File: src/rtl/rom_arb_pkg.sv
// Shared types and constants for the two-port ROM arbiter.
package rom_arb_pkg;

    localparam int WORD_W           = 32;
    localparam int STARVE_LIMIT_DEF = 4;
    localparam int CNT_W            = 4;
    localparam logic [CNT_W-1:0] CNT_MAX = '1;

    typedef enum logic [1:0] {
        IDLE    = 2'd0,
        GNT_A   = 2'd1,
        GNT_B   = 2'd2,
        FORCE_B = 2'd3
    } arb_state_e;

    function automatic logic misaligned(input logic [1:0] lsb);
        return lsb != 2'b00;
    endfunction

endpackage

File: src/rtl/rom_arbiter_if.sv
// Request/response bundle for both ROM ports plus the ROM address/data pair.
interface rom_arbiter_if #(parameter int ADDR_W = 12);

    logic                              a_req;
    logic [ADDR_W-1:0]                 a_addr;
    logic                              a_gnt;
    logic                              a_rvalid;
    logic [rom_arb_pkg::WORD_W-1:0]    a_rdata;
    logic                              a_err;

    logic                              b_req;
    logic [ADDR_W-1:0]                 b_addr;
    logic                              b_gnt;
    logic                              b_rvalid;
    logic [rom_arb_pkg::WORD_W-1:0]    b_rdata;
    logic                              b_err;

    logic [ADDR_W-1:0]                 rom_addr;
    logic [rom_arb_pkg::WORD_W-1:0]    rom_data;

    modport slave (
        input  a_req, a_addr, b_req, b_addr, rom_data,
        output a_gnt, a_rvalid, a_rdata, a_err,
        output b_gnt, b_rvalid, b_rdata, b_err, rom_addr
    );

    modport master (
        output a_req, a_addr, b_req, b_addr, rom_data,
        input  a_gnt, a_rvalid, a_rdata, a_err,
        input  b_gnt, b_rvalid, b_rdata, b_err, rom_addr
    );

endinterface

File: src/rtl/rom_arb_starve_ctr.sv
// Saturating count of cycles port B has been waiting; flags when B must be forced.
module rom_arb_starve_ctr
    import rom_arb_pkg::*;
#(
    parameter int LIMIT = STARVE_LIMIT_DEF
) (
    input  logic clk,
    input  logic rst_n,
    input  logic inc,
    input  logic clr,
    output logic at_limit
);

    localparam logic [CNT_W-1:0] LIMIT_C = CNT_W'(LIMIT);

    logic [CNT_W-1:0] starve_cnt_q, starve_cnt_d;

    always_comb begin
        starve_cnt_d = starve_cnt_q;
        if (clr) begin
            starve_cnt_d = '0;
        end else if (inc && (starve_cnt_q != CNT_MAX)) begin
            starve_cnt_d = starve_cnt_q + 1'b1;
        end
    end

    always_ff @(posedge clk or negedge rst_n) begin
        if (!rst_n) begin
            starve_cnt_q <= '0;
        end else begin
            starve_cnt_q <= starve_cnt_d;
        end
    end

    assign at_limit = (starve_cnt_q >= LIMIT_C);

endmodule

File: src/rtl/rom_arbiter.sv
// Two-port arbiter in front of a combinational ROM: A has priority, B is
// forced through after STARVE_LIMIT lost cycles; read data returns one cycle later.
module rom_arbiter
    import rom_arb_pkg::*;
#(
    parameter int STARVE_LIMIT = STARVE_LIMIT_DEF,
    parameter int ADDR_W       = 12
) (
    input  logic          clk,
    input  logic          rst_n,
    rom_arbiter_if.slave  bus
);

    arb_state_e          state_q, state_d;
    logic [ADDR_W-1:0]   rom_addr_q, rom_addr_d;
    logic [WORD_W-1:0]   a_rdata_q, a_rdata_d;
    logic [WORD_W-1:0]   b_rdata_q, b_rdata_d;
    logic                a_err_q, a_err_d;
    logic                b_err_q, b_err_d;

    logic                a_gnt, b_gnt;
    logic                b_starving;
    logic                at_limit;
    logic                force_b;

    rom_arb_starve_ctr #(
        .LIMIT (STARVE_LIMIT)
    ) u_starve_ctr (
        .clk      (clk),
        .rst_n    (rst_n),
        .inc      (b_starving),
        .clr      (!b_starving),
        .at_limit (at_limit)
    );

    assign force_b    = bus.b_req && at_limit;
    assign b_starving = bus.b_req && !b_gnt;

    // Grants are combinational, so they must be gated by reset explicitly.
    always_comb begin
        a_gnt = 1'b0;
        b_gnt = 1'b0;
        if (rst_n) begin
            if (bus.b_req && (force_b || !bus.a_req)) begin
                b_gnt = 1'b1;
            end else if (bus.a_req) begin
                a_gnt = 1'b1;
            end
        end
    end

    always_comb begin
        state_d    = IDLE;
        rom_addr_d = rom_addr_q;
        a_rdata_d  = a_rdata_q;
        b_rdata_d  = b_rdata_q;
        a_err_d    = a_err_q;
        b_err_d    = b_err_q;
        if (b_gnt) begin
            state_d    = force_b ? FORCE_B : GNT_B;
            rom_addr_d = bus.b_addr;
            b_rdata_d  = bus.rom_data;
            b_err_d    = misaligned(bus.b_addr[1:0]);
        end else if (a_gnt) begin
            state_d    = GNT_A;
            rom_addr_d = bus.a_addr;
            a_rdata_d  = bus.rom_data;
            a_err_d    = misaligned(bus.a_addr[1:0]);
        end
    end

    always_ff @(posedge clk or negedge rst_n) begin
        if (!rst_n) begin
            state_q    <= IDLE;
            rom_addr_q <= '0;
            a_rdata_q  <= '0;
            b_rdata_q  <= '0;
            a_err_q    <= 1'b0;
            b_err_q    <= 1'b0;
        end else begin
            state_q    <= state_d;
            rom_addr_q <= rom_addr_d;
            a_rdata_q  <= a_rdata_d;
            b_rdata_q  <= b_rdata_d;
            a_err_q    <= a_err_d;
            b_err_q    <= b_err_d;
        end
    end

    // ROM address follows the winner in the grant cycle and otherwise parks.
    assign bus.rom_addr = rom_addr_d;
    assign bus.a_gnt    = a_gnt;
    assign bus.b_gnt    = b_gnt;
    assign bus.a_rvalid = (state_q == GNT_A);
    assign bus.b_rvalid = (state_q == GNT_B) || (state_q == FORCE_B);
    assign bus.a_rdata  = a_rdata_q;
    assign bus.b_rdata  = b_rdata_q;
    assign bus.a_err    = a_err_q;
    assign bus.b_err    = b_err_q;

endmodule

File: src/flat_wrapper.sv
// flat-port wrapper written by rule: the top's interface ports become plain ports
module rom_arbiter_flat import rom_arb_pkg::*;
#(
    parameter int STARVE_LIMIT = STARVE_LIMIT_DEF,
    parameter int ADDR_W       = 12
)
  (clk, rst_n, bus_a_req, bus_a_addr, bus_b_req, bus_b_addr, bus_rom_data, bus_a_gnt, bus_a_rvalid, bus_a_rdata, bus_a_err, bus_b_gnt, bus_b_rvalid, bus_b_rdata, bus_b_err, bus_rom_addr);
  rom_arbiter_if #(.ADDR_W(ADDR_W)) bus_i ();
  input  logic clk;
  input  logic rst_n;
  input wire logic [$bits(bus_i.a_req)-1:0] bus_a_req;
  input wire logic [$bits(bus_i.a_addr)-1:0] bus_a_addr;
  input wire logic [$bits(bus_i.b_req)-1:0] bus_b_req;
  input wire logic [$bits(bus_i.b_addr)-1:0] bus_b_addr;
  input wire logic [$bits(bus_i.rom_data)-1:0] bus_rom_data;
  output wire logic [$bits(bus_i.a_gnt)-1:0] bus_a_gnt;
  output wire logic [$bits(bus_i.a_rvalid)-1:0] bus_a_rvalid;
  output wire logic [$bits(bus_i.a_rdata)-1:0] bus_a_rdata;
  output wire logic [$bits(bus_i.a_err)-1:0] bus_a_err;
  output wire logic [$bits(bus_i.b_gnt)-1:0] bus_b_gnt;
  output wire logic [$bits(bus_i.b_rvalid)-1:0] bus_b_rvalid;
  output wire logic [$bits(bus_i.b_rdata)-1:0] bus_b_rdata;
  output wire logic [$bits(bus_i.b_err)-1:0] bus_b_err;
  output wire logic [$bits(bus_i.rom_addr)-1:0] bus_rom_addr;
  assign bus_i.a_req = bus_a_req;
  assign bus_i.a_addr = bus_a_addr;
  assign bus_i.b_req = bus_b_req;
  assign bus_i.b_addr = bus_b_addr;
  assign bus_i.rom_data = bus_rom_data;
  assign bus_a_gnt = bus_i.a_gnt;
  assign bus_a_rvalid = bus_i.a_rvalid;
  assign bus_a_rdata = bus_i.a_rdata;
  assign bus_a_err = bus_i.a_err;
  assign bus_b_gnt = bus_i.b_gnt;
  assign bus_b_rvalid = bus_i.b_rvalid;
  assign bus_b_rdata = bus_i.b_rdata;
  assign bus_b_err = bus_i.b_err;
  assign bus_rom_addr = bus_i.rom_addr;
  rom_arbiter #(.STARVE_LIMIT(STARVE_LIMIT), .ADDR_W(ADDR_W)) u_core (.clk(clk), .rst_n(rst_n), .bus(bus_i));
endmodule
File: config.mk
export PLATFORM = sky130hd
export DESIGN_NAME = rom_arbiter_flat
export DESIGN_NICKNAME = d
export VERILOG_FILES = /design/src/rtl/rom_arb_pkg.sv /design/src/rtl/rom_arbiter_if.sv /design/src/rtl/rom_arb_starve_ctr.sv /design/src/rtl/rom_arbiter.sv /design/src/flat_wrapper.sv
export SDC_FILE = /design/constraint.sdc
export NUM_CORES = 1
export LEC_CHECK = 0
export CAP_MARGIN = 20
export CORE_MARGIN = 3
export CORE_UTILIZATION = 23
export DETAILED_ROUTE_END_ITERATION = 6
export SYNTH_ARGS = -nofsm -noshare
export SYNTH_HDL_FRONTEND = slang
export SYNTH_SLANG_ARGS = --single-unit
File: constraint.sdc
create_clock -name clk -period 2.17 [get_ports clk]
set_clock_uncertainty 0.1 [all_clocks]
set_input_delay 0.434 -clock clk [delete_from_list [all_inputs] [get_ports clk]]
set_output_delay 0.434 -clock clk [all_outputs]
set_load 0.005 [all_outputs]
# Yosys cells after proc, flatten, opt, wreduce, memory -nomap -nowiden
# Index checks and enable logic that the tools add are counted.
# word_totals
output_inout_bits,82
regBits,84
in_bits,60
elab_cells,38
# op_classes
order_cmp,1
add_sub_neg,1
n_mux,12
bitwise,1
n_eq_ne,5
n_reduce_logical,11
# ops
operator,count
2-to-1 mux 12 bit,2
2-to-1 mux 4 bit,2
2-to-1 mux 1 bit,7
adder 4 x 1 -> 4 bit (second input constant),1
equality test 2 bit (second input constant),2
greater-or-equal comparator 4 x 3 -> 1 bit (second input constant),1
logical AND 1 bit,4
!= test 4 bit (second input constant),1
nonzero test 2 bit,2
equality test 2 x 1 -> 1 bit (second input constant),1
logical NOT 1 bit,2
logical OR 1 bit,2
2-to-1 mux 2 bit,1
!= test 2 x 1 -> 1 bit (second input constant),1
AND reduction 2 bit,1
NOT 1 bit,1

# Longest topological paths before layout
# Gate-level depths: netlist of run 1.
# depth
depth_word,11
depth_mapped,7

# Hierarchy
# From an unflattened synthesis of run 1, not the netlist that was laid out.
# unflattened
hier_cells,251
hier_area_um2,3493.4
# by_module_without_submodules
module,instances,area_per_inst_um2,cells_each
rom_arbiter,1,3258.1,230
rom_arb_starve_ctr,1,235.2,21

# Worst setup path after synthesis of run 1
# OpenSTA, ideal clock, no wires.
# synth_path
kind,input port to output port
startpoint,input port bus_a_req
endpoint,output port bus_rom_addr[10]
t_required_ps,1636
setup_slack_ps,238
cell_stages,6
path_buffers,3
arrival_ps,1398
cell_sequence,nor3b_4 > or2_1 > buf_6 > buf_6 > buf_6 > a31oi_1
# synth_between
elab_chain_cells,7
elab_cells_between_ends,10
# synth_lines
item,line_no,rtl
"start, declared",flat_wrapper.sv:11,input wire logic [$bits(bus_i.a_req)-1:0] bus_a_req;
logical NOT 1 bit,rom_arbiter.sv:44,if (bus.b_req && (force_b || !bus.a_req)) begin
logical OR 1 bit,rom_arbiter.sv:44,
logical AND 1 bit,rom_arbiter.sv:44,
2-to-1 mux 1 bit,rom_arbiter.sv:44,
2-to-1 mux 1 bit,rom_arbiter.sv:43,if (rst_n) begin
2-to-1 mux 12 bit,rom_arbiter.sv:64,end else if (a_gnt) begin
2-to-1 mux 12 bit *,rom_arbiter.sv:59,if (b_gnt) begin
"end, declared",flat_wrapper.sv:24,output wire logic [$bits(bus_i.rom_addr)-1:0] bus_rom_addr;
# Every way passes the cells marked *; elsewhere a longest branch is shown, timed or not.

# Worst setup path after layout of run 1
# layout_path
startpoint,register u_core.u_starve_ctr.starve_cnt_q[2]
endpoint,output port bus_rom_addr[1]
# layout_between
elab_chain_cells,8
elab_cells_between_ends,10
# layout_lines
item,line_no,rtl
"start, declared",rom_arb_starve_ctr.sv:16,"logic [CNT_W-1:0] starve_cnt_q, starve_cnt_d;"
"start signal, assigned",rom_arb_starve_ctr.sv:31,starve_cnt_q <= starve_cnt_d;
greater-or-equal comparator 4 x 3 -> 1 bit *,rom_arb_starve_ctr.sv:35,assign at_limit = (starve_cnt_q >= LIMIT_C);
logical AND 1 bit *,rom_arbiter.sv:36,assign force_b = bus.b_req && at_limit;
logical OR 1 bit *,rom_arbiter.sv:44,
logical AND 1 bit *,rom_arbiter.sv:44,
2-to-1 mux 1 bit,rom_arbiter.sv:44,
2-to-1 mux 1 bit,rom_arbiter.sv:43,
2-to-1 mux 12 bit,rom_arbiter.sv:64,
2-to-1 mux 12 bit *,rom_arbiter.sv:59,
# Marked as above.

==> metrics.md, run 1 <==
| Metric | Value |
|---|---|
| Outcome | finished, violations left |
| Violated checks | setup timing |
| Required time of the critical path | 1.64 ns |
| FF-to-FF End | u_core.bus.a_rdata[6]$_DFFE_PN0P_ |
| Detailed Place HPWL | 6750 um |
| Die W | 129 um |
| Worst hold slack | 0.0229 ns |
| Placeable core area | 14700 um2 |
| Final setup slack of the worst path | -0.111 ns |
| Overall power after layout | 4.74 mW |
| Total track usage | 0.123 |
| Iteration-0 DRC Markers | 123 |
| TritonCTS clock tree | yes |
| Worst path slowest cell | dfrtp_2 |
| Number of I/O pins | 142 |
| Cells traversed along the worst timing path | nor3b_4, buf_6, buf_6, nor3_1, a31oi_1, buf_2 |
| Number of rows in the core area | 44 |
| Proportion of synthesized chip area in sequential cells | 0.600 |
| Most common cell after layout, fill and taps aside | clkdlybuf4s50_1 |
| Top cell by count, worst path | buf_6 |
| Top fanout value on the critical path | 4 |
| Effective utilization at floorplan | 0.238 |
| Net load switching power | 1.15 mW |
| Maximum operating frequency | 0.438 GHz |
| Critical Path Sink Type | output pin |
| Placed Area | 5190 um2 |
| Worst slack at placement | -0.648 ns |
| Post-synth net total | 307 |
| Via density per instance | 4.50 |
| Setup repair after global routing missed its margin | true |
| Antenna diodes | 0 |
| Wire length of the first global-routing pass | 15800 um |
| FF+latch area | 2100 um2 |
| Mapped cell area | 3500 um2 |
| Relative slew slack | 0.495 |
| Layout area overhead | 65.8% |
| Drt wl/cell | 16.3 um |
| Power density over the cells | 817 nW/um2 |
| Worst R2R Start | u_core.u_starve_ctr.starve_cnt_q[2]$_DFFE_PN0P_ |
| Final count of negative-setup-slack endpoints | 12 |
| Comb pwr share | 0.262 |
| Worst min-delay path class | in -> async |
| Switching portion of total power | 0.243 |
| Root buffer selected by CTS | clkbuf_16 |
| CTS clk-pin slew, worst paths | 0.06 ns |
| Number of fill cells in the layout | 1365 |
| Slew Viols, Final | 0 |
| Clock network latency to the later pin of the worst-skew pair | 0.34 ns |
| Synthesized area per cell | 14.2 um2 |
| Int Pwr | 3.59 mW |
| CP Launch Point | u_core.u_starve_ctr.starve_cnt_q[2]$_DFFE_PN0P_ |
| Vias after detailed routing | 2778 |
| Htree depth | 3 |
| Clk sink count | 84 |
| Gp weighted congestion | 0.780 |
| Multi-input gate area in the final layout | 1400 um2 |
| Sum of buffers and inverters on the critical path | 3 |
| Fraction of power consumed by sequential logic | 0.413 |
| Post-detailed-routing wire length | 10100 um |
| Reg2Reg Depth | 6 |
| Number of buffers on the longest clock path | 2 |
| Minimum setup slack among reg-to-reg paths | 0.14 ns |
| Gate Count Post-Synth | 246 |
| Largest net degree at the start of global routing | 61 |
| Clock power frac | 0.325 |
| Y dimension of the die | 129 um |
| Global route overflow | 0 |
| Cell area after layout | 5800 um2 |
| WS Path Type | reg -> out |
| Setup TNS | -0.569 ns |
| Startpoint Class | flop |
| Hold violation count in the final report | 0 |
| Highest-count cells in the layout ignoring fill and taps | 124 x clkdlybuf4s50_1, 82 x dfrtp_1, 37 x buf_4 |
| Share of cells above drive strength 1 | 0.372 |
| Number of global-route vias before repair | 3012 |
| Flip-flop and latch count after synthesis | 84 |
| Slew at the pin closest to its max-slew limit | 0.757 ns |
| Number of nets in the layout | 490 |
| Worst endpoint data arrival time | 1.75 ns |
| Crit-path leading delay family | flip-flops |
| Number of detailed-route iterations in the first pass | 4 |
| Remaining antenna violation count after routing | 0 |
| Critical path depth | 6 |
| DRC errors left | 0 |
| Num CTS Buffers | 9 |
| Number of port buffers | 141 |
| Number of distinct library cells after synthesis | 27 |
| Static leakage | 2.50 nW |
| IR Drop Worst-Case VDD | 388 uV |
| Crit path time final | 2.28 ns |
| Die area | 16700 um2 |
| Number of antenna violations at the first check in global routing | 0 |
| Warnings, synthesis | 0 |
| Max-capacitance violation count | 0 |
| Post-route clock period utilization | 1.05 |
| Largest stage delay on the critical path | 0.46 ns |
-- worst max-delay path by stage --
stage	end	slack, ns
3_5_place_dp	bus_rom_addr[0]	-0.65
3_3_place_gp	bus_rom_addr[0]	-0.63
2_1_floorplan	bus_rom_addr[10]	0.24
5_1_grt	bus_rom_addr[7]	-0.19
4_1_cts	bus_rom_addr[6]	-0.09
6_report	bus_rom_addr[1]	-0.11
-- metal layers --
| metal | share of wire | global-route usage | wire length (um) |
|---|---|---|---|
| met1 | 0.43 | 0.150 | 4340 |
| met2 | 0.46 | 0.195 | 4660 |
| met3 | 0.091 | 0.0495 | 920 |
| met4 | 0.017 | 0.0451 | 167 |
| met5 | 0 | 0 | 0 |
-- synthesized netlist by cell type (all sizes together) --
cell type	instances	share of area
nor2b	1	0.0018
nand4	12	0.021
buf	9	0.024
o21a	1	0.0021
ha	1	0.0036
clkbuf	8	0.0086
nor3b	2	0.0075
xnor2	1	0.0025
mux2	64	0.23
nand2	3	0.0032
or2	1	0.0018
a31oi	13	0.023
mux2i	1	0.0029
nand3	2	0.0029
o21ai	17	0.024
nor3	14	0.020
o31ai	1	0.0021
inv	2	0.0021
dfrtp	84	0.60
nor2	9	0.012
-- logic make-up after synthesis --
kind of cell | share of synthesized area
AND/OR/NAND/NOR | 0.0704
buffers and inverters | 0.0347
XOR/XNOR | 0.00250
adder cells (fa/ha/maj) | 0.00357
AO/OA/AOI/OAI | 0.0518
flip-flops | 0.600
multiplexers | 0.237
-- registers in the layout, summed over array words and instances, names as in the netlist --
register,flops
u_core.u_starve_ctr.starve_cnt_q,4
u_core.state_q,2
u_core.bus.b_err,1
u_core.bus.b_rdata,32
u_core.bus.a_rdata,32
u_core.rom_addr_q,12
u_core.bus.a_err,1
-- layout make-up --
class                   count  area share
multi-input cells         143       0.242
inverters                   2     0.00129
repair buffers            189       0.304
clock buffers              11      0.0418
flip-flops and latches     84       0.363
well taps                 184      0.0397
clock inverters             4     0.00841
-- metrics by stage --
stage / std cells / utilization
after global routing: 617 / 0.395
after floorplan: 246 / -
final: 617 / 0.395
after global placement: 574 / 0.353
after CTS: 613 / 0.389
after detailed placement: 574 / 0.353
-- power groups by stage --
| stage | Sequential (mW) | Clock [mW] | Combinational [mW] |
|---|---|---|---|
| 6_report | 1.96 | 1.54 | 1.24 |
| 5_1_grt | 1.99 | 1.67 | 1.34 |
| 4_1_cts | 1.96 | 1.60 | 1.23 |
| 3_5_place_dp | 1.98 | 0 | 1.17 |
| 3_3_place_gp | 1.97 | 0 | 1.16 |
| 2_1_floorplan | 1.99 | 0 | 0.382 |
-- repair_timing --
item	in CTS	in global routing
hold endpoints to repair	5	0
endpoints found under the setup margin	46	13
pin swaps	7	6
gates cloned	2	0
gates resized for setup	96	15
hold buffers	1	0
buffers inserted	21	5
Note: power is estimated with default switching activity, not from simulation.
==> run 2, diff against run 1 <==
--- a/config.mk
+++ b/config.mk
@@ -6,9 +6,12 @@
 export NUM_CORES = 1
 export LEC_CHECK = 0
 export CAP_MARGIN = 20
+export CELL_PAD_IN_SITES_DETAIL_PLACEMENT = 0
+export CELL_PAD_IN_SITES_GLOBAL_PLACEMENT = 2
 export CORE_MARGIN = 3
 export CORE_UTILIZATION = 23
 export DETAILED_ROUTE_END_ITERATION = 6
+export PLACE_DENSITY_LB_ADDON = 0.1
 export SYNTH_ARGS = -nofsm -noshare
 export SYNTH_HDL_FRONTEND = slang
 export SYNTH_SLANG_ARGS = --single-unit
==> run 2 against run 1 <==
  * The flow still finishes with violations (setup timing)
  * Cell count rose by 0.32%
  * Core utilization fell by 0.11 points
  * Total power rose by 2.4%
  * Die area did not move
  * Register-to-register slack got worse by 0.03 ns
  * Combinational power barely moved
  * Count of clock-buffer cells in the layout fell by 2
  * Critical endpoint is now bus_rom_addr[5]
  * Largest power group unchanged
  * Highest routed layer unchanged
==> metrics.md, run 2 (synthesis results as in run 1) <==
| Metric | Value |
|---|---|
| Violated checks | setup timing (unchanged) |
| Sum of buffers and inverters on the critical path | 3 (unchanged) |
| Number of rows in the core area | 44 (unchanged) |
| Effective utilization at floorplan | 0.238 (unchanged) |
| Minimum setup slack among reg-to-reg paths | 0.11 ns (was 0.14 ns) |
| FF-to-FF End | u_core.bus.a_rdata[18]$_DFFE_PN0P_ (was u_core.bus.a_rdata[6]$_DFFE_PN0P_) |
| Number of global-route vias before repair | 2912 (was 3012) |
| Share of cells above drive strength 1 | 0.354 (was 0.372) |
| Iteration-0 DRC Markers | 90 (was 123) |
| Outcome | finished, violations left (unchanged) |
| Max-capacitance violation count | 0 (unchanged) |
| Htree depth | 3 (unchanged) |
| Number of buffers on the longest clock path | 2 (unchanged) |
| Number of antenna violations at the first check in global routing | 0 (unchanged) |
| Maximum operating frequency | 0.443 GHz (was 0.438 GHz) |
| Clk sink count | 84 (unchanged) |
| Static leakage | 2.50 nW (about the same) |
| Crit-path leading delay family | buffers and inverters (was flip-flops) |
| Remaining antenna violation count after routing | 0 (unchanged) |
| Die area | 16700 um2 (unchanged) |
| CTS clk-pin slew, worst paths | 0.06 ns (about the same) |
| Post-detailed-routing wire length | 10500 um (was 10100 um) |
| Crit path time final | 2.26 ns (was 2.28 ns) |
| Worst path slowest cell | dfrtp_2 (unchanged) |
| Y dimension of the die | 129 um (unchanged) |
| Worst endpoint data arrival time | 1.72 ns (was 1.75 ns) |
| Drt wl/cell | 16.9 um (was 16.3 um) |
| WS Path Type | reg -> out (unchanged) |
| Overall power after layout | 4.85 mW (was 4.74 mW) |
| Post-route clock period utilization | 1.04 (was 1.05) |
| Final count of negative-setup-slack endpoints | 10 (was 12) |
| DP Cell Count | 577 (was 574) |
| TritonCTS clock tree | yes (unchanged) |
| Critical Path Sink Type | output pin (unchanged) |
| Largest net degree at the start of global routing | 56 (was 61) |
| Gp weighted congestion | 0.674 (was 0.780) |
| Top fanout value on the critical path | 6 (was 4) |
| Power density over the cells | 839 nW/um2 (was 817 nW/um2) |
| Worst R2R Start | u_core.u_starve_ctr.starve_cnt_q[3]$_DFFE_PN0P_ (was u_core.u_starve_ctr.starve_cnt_q[2]$_DFFE_PN0P_) |
| Global route overflow | 0 (unchanged) |
| Required time of the critical path | 1.64 ns (about the same) |
| Clock network latency to the later pin of the worst-skew pair | 0.34 ns (about the same) |
| Most common cell after layout, fill and taps aside | clkdlybuf4s50_1 (unchanged) |
| Final std cells w/o fill | 619 (was 617) |
| Wire length of the first global-routing pass | 16400 um (was 15800 um) |
| Slew Viols, Final | 0 (unchanged) |
| Final setup slack of the worst path | -0.0882 ns (was -0.111 ns) |
| Largest stage delay on the critical path | 0.45 ns (was 0.46 ns) |
| DRC errors left | 0 (unchanged) |
| Number of nets in the layout | 491 (was 490) |
| Detailed Place HPWL | 6950 um (was 6750 um) |
| Cells traversed along the worst timing path | nor3b_4, buf_4, buf_6, nor3_2, a31oi_1, buf_2 (was nor3b_4, buf_6, buf_6, nor3_1, a31oi_1, buf_2) |
| Layout area overhead | 65.3% (was 65.8%) |
| Num CTS Buffers | 9 (unchanged) |
| Total track usage | 0.128 (was 0.123) |
| IR Drop Worst-Case VDD | 323 uV (was 388 uV) |
| Root buffer selected by CTS | clkbuf_16 (unchanged) |
| Number of port buffers | 141 (unchanged) |
| Die W | 129 um (unchanged) |
| Number of I/O pins | 142 (unchanged) |
| Slew at the pin closest to its max-slew limit | 0.722 ns (was 0.757 ns) |
| Via density per instance | 4.39 (was 4.50) |
| Setup repair after global routing missed its margin | true (unchanged) |
| Hold violation count in the final report | 0 (unchanged) |
| Reg2Reg Depth | 6 (unchanged) |
| Placeable core area | 14700 um2 (unchanged) |
| Antenna diodes | 0 (unchanged) |
| Worst min-delay path class | in -> async (unchanged) |
| Vias after detailed routing | 2715 (was 2778) |
| Number of fill cells in the layout | 1437 (was 1365) |
| Highest-count cells in the layout ignoring fill and taps | 124 x clkdlybuf4s50_1, 82 x dfrtp_1, 36 x mux2_2 (was 124 x clkdlybuf4s50_1, 82 x dfrtp_1, 37 x buf_4) |
| Relative slew slack | 0.518 (was 0.495) |
| Startpoint Class | flop (unchanged) |
| Number of detailed-route iterations in the first pass | 4 (unchanged) |
==> run 2: cell types whose count changed in the layout (fill, tap and decap cells not counted), moves of 2 or more <==
| cell | before | now |
|---|---|---|
| a31oi_1 | 4 | 8 |
| a31oi_2 | 7 | 4 |
| buf_4 | 37 | 35 |
| clkinvlp_4 | 0 | 2 |
| nor3_1 | 10 | 12 |
| nor3_2 | 4 | 1 |
| o21ai_0 | 8 | 12 |
| o21ai_1 | 6 | 4 |
| o21ai_4 | 2 | 0 |
==> run 2: final cells by class <==
cell class                      instances  area [um2]  area share
Clock buffer                            9         225      0.0389
Clock inverter                          7        97.6      0.0169
Inverter                                2        7.51     0.00130
Multi-Input combinational cell        143        1340       0.232
Sequential cell                        84        2100       0.364
Tap cell                              184         230      0.0398
Timing Repair Buffer                  190        1780       0.308
==> run 2: worst max-delay path by stage <==
stage | slack (ns) | depth (start not counted) | startpoint | end
after global placement | -0.65 | 5 | bus_a_req | bus_rom_addr[7]
after floorplan | 0.24 | 6 | bus_a_req | bus_rom_addr[10]
after global routing | -0.19 | 7 | u_core.u_starve_ctr.starve_cnt_q[2]$_DFFE_PN0P_ | bus_rom_addr[10]
final | -0.09 | 6 | u_core.u_starve_ctr.starve_cnt_q[2]$_DFFE_PN0P_ | bus_rom_addr[5]
after CTS | -0.17 | 7 | u_core.u_starve_ctr.starve_cnt_q[3]$_DFFE_PN0P_ | bus_rom_addr[5]
after detailed placement | -0.68 | 5 | bus_b_req | bus_rom_addr[9]
==> run 2: what timing repair did <==
action	in CTS	in global routing
endpoints found under the hold margin	6	0
gates resized for setup	84	9
endpoints found under the setup margin	69	23
pin swaps	3	4
hold buffers	2	0
setup buffers	19	5
cloned	2	0
==> run 2: worst register-to-register path: cells and delay by family, from the launching register on <==
kind	cells	cell delay [ns]
buffers and inverters	3	0.64
flip-flops	1	0.45
AO/OA/AOI/OAI	1	0.23
AND/OR/NAND/NOR	1	0.12
multiplexers	1	0.41
==> run 2: metrics by stage <==
stage | setup WS (ns) | utilization | hold slack (ns) | area, um2 | setup TNS, ns
after floorplan | 0.238 | - | 0.0384 | 3500 | 0
after global placement | -0.653 | 0.355 | 0.308 | 5210 | -36.55
after detailed placement | -0.682 | 0.355 | 0.304 | 5210 | -38.23
after CTS | -0.174 | 0.390 | 0.226 | 5740 | -1.09
after global routing | -0.188 | 0.394 | 0.257 | 5790 | -1.69
final | -0.0882 | 0.394 | 0.219 | 5790 | -0.528
==> run 2: per-layer routing <==
layer | global-route usage | wire (um) | up-vias
li1 | - | - | 1260
met1 | 0.161 | 4500 | 1356
met2 | 0.209 | 5120 | 86
met3 | 0.0420 | 666 | 13
met4 | 0.0408 | 180 | 0
met5 | 0 | 0 | -
==> run 2: where the power goes <==
part / total (mW) / internal, mW / switching (mW)
registers: 1.95 / 1.83 / 0.125
clock network: 1.67 / 1.01 / 0.660
logic: 1.23 / 0.839 / 0.389
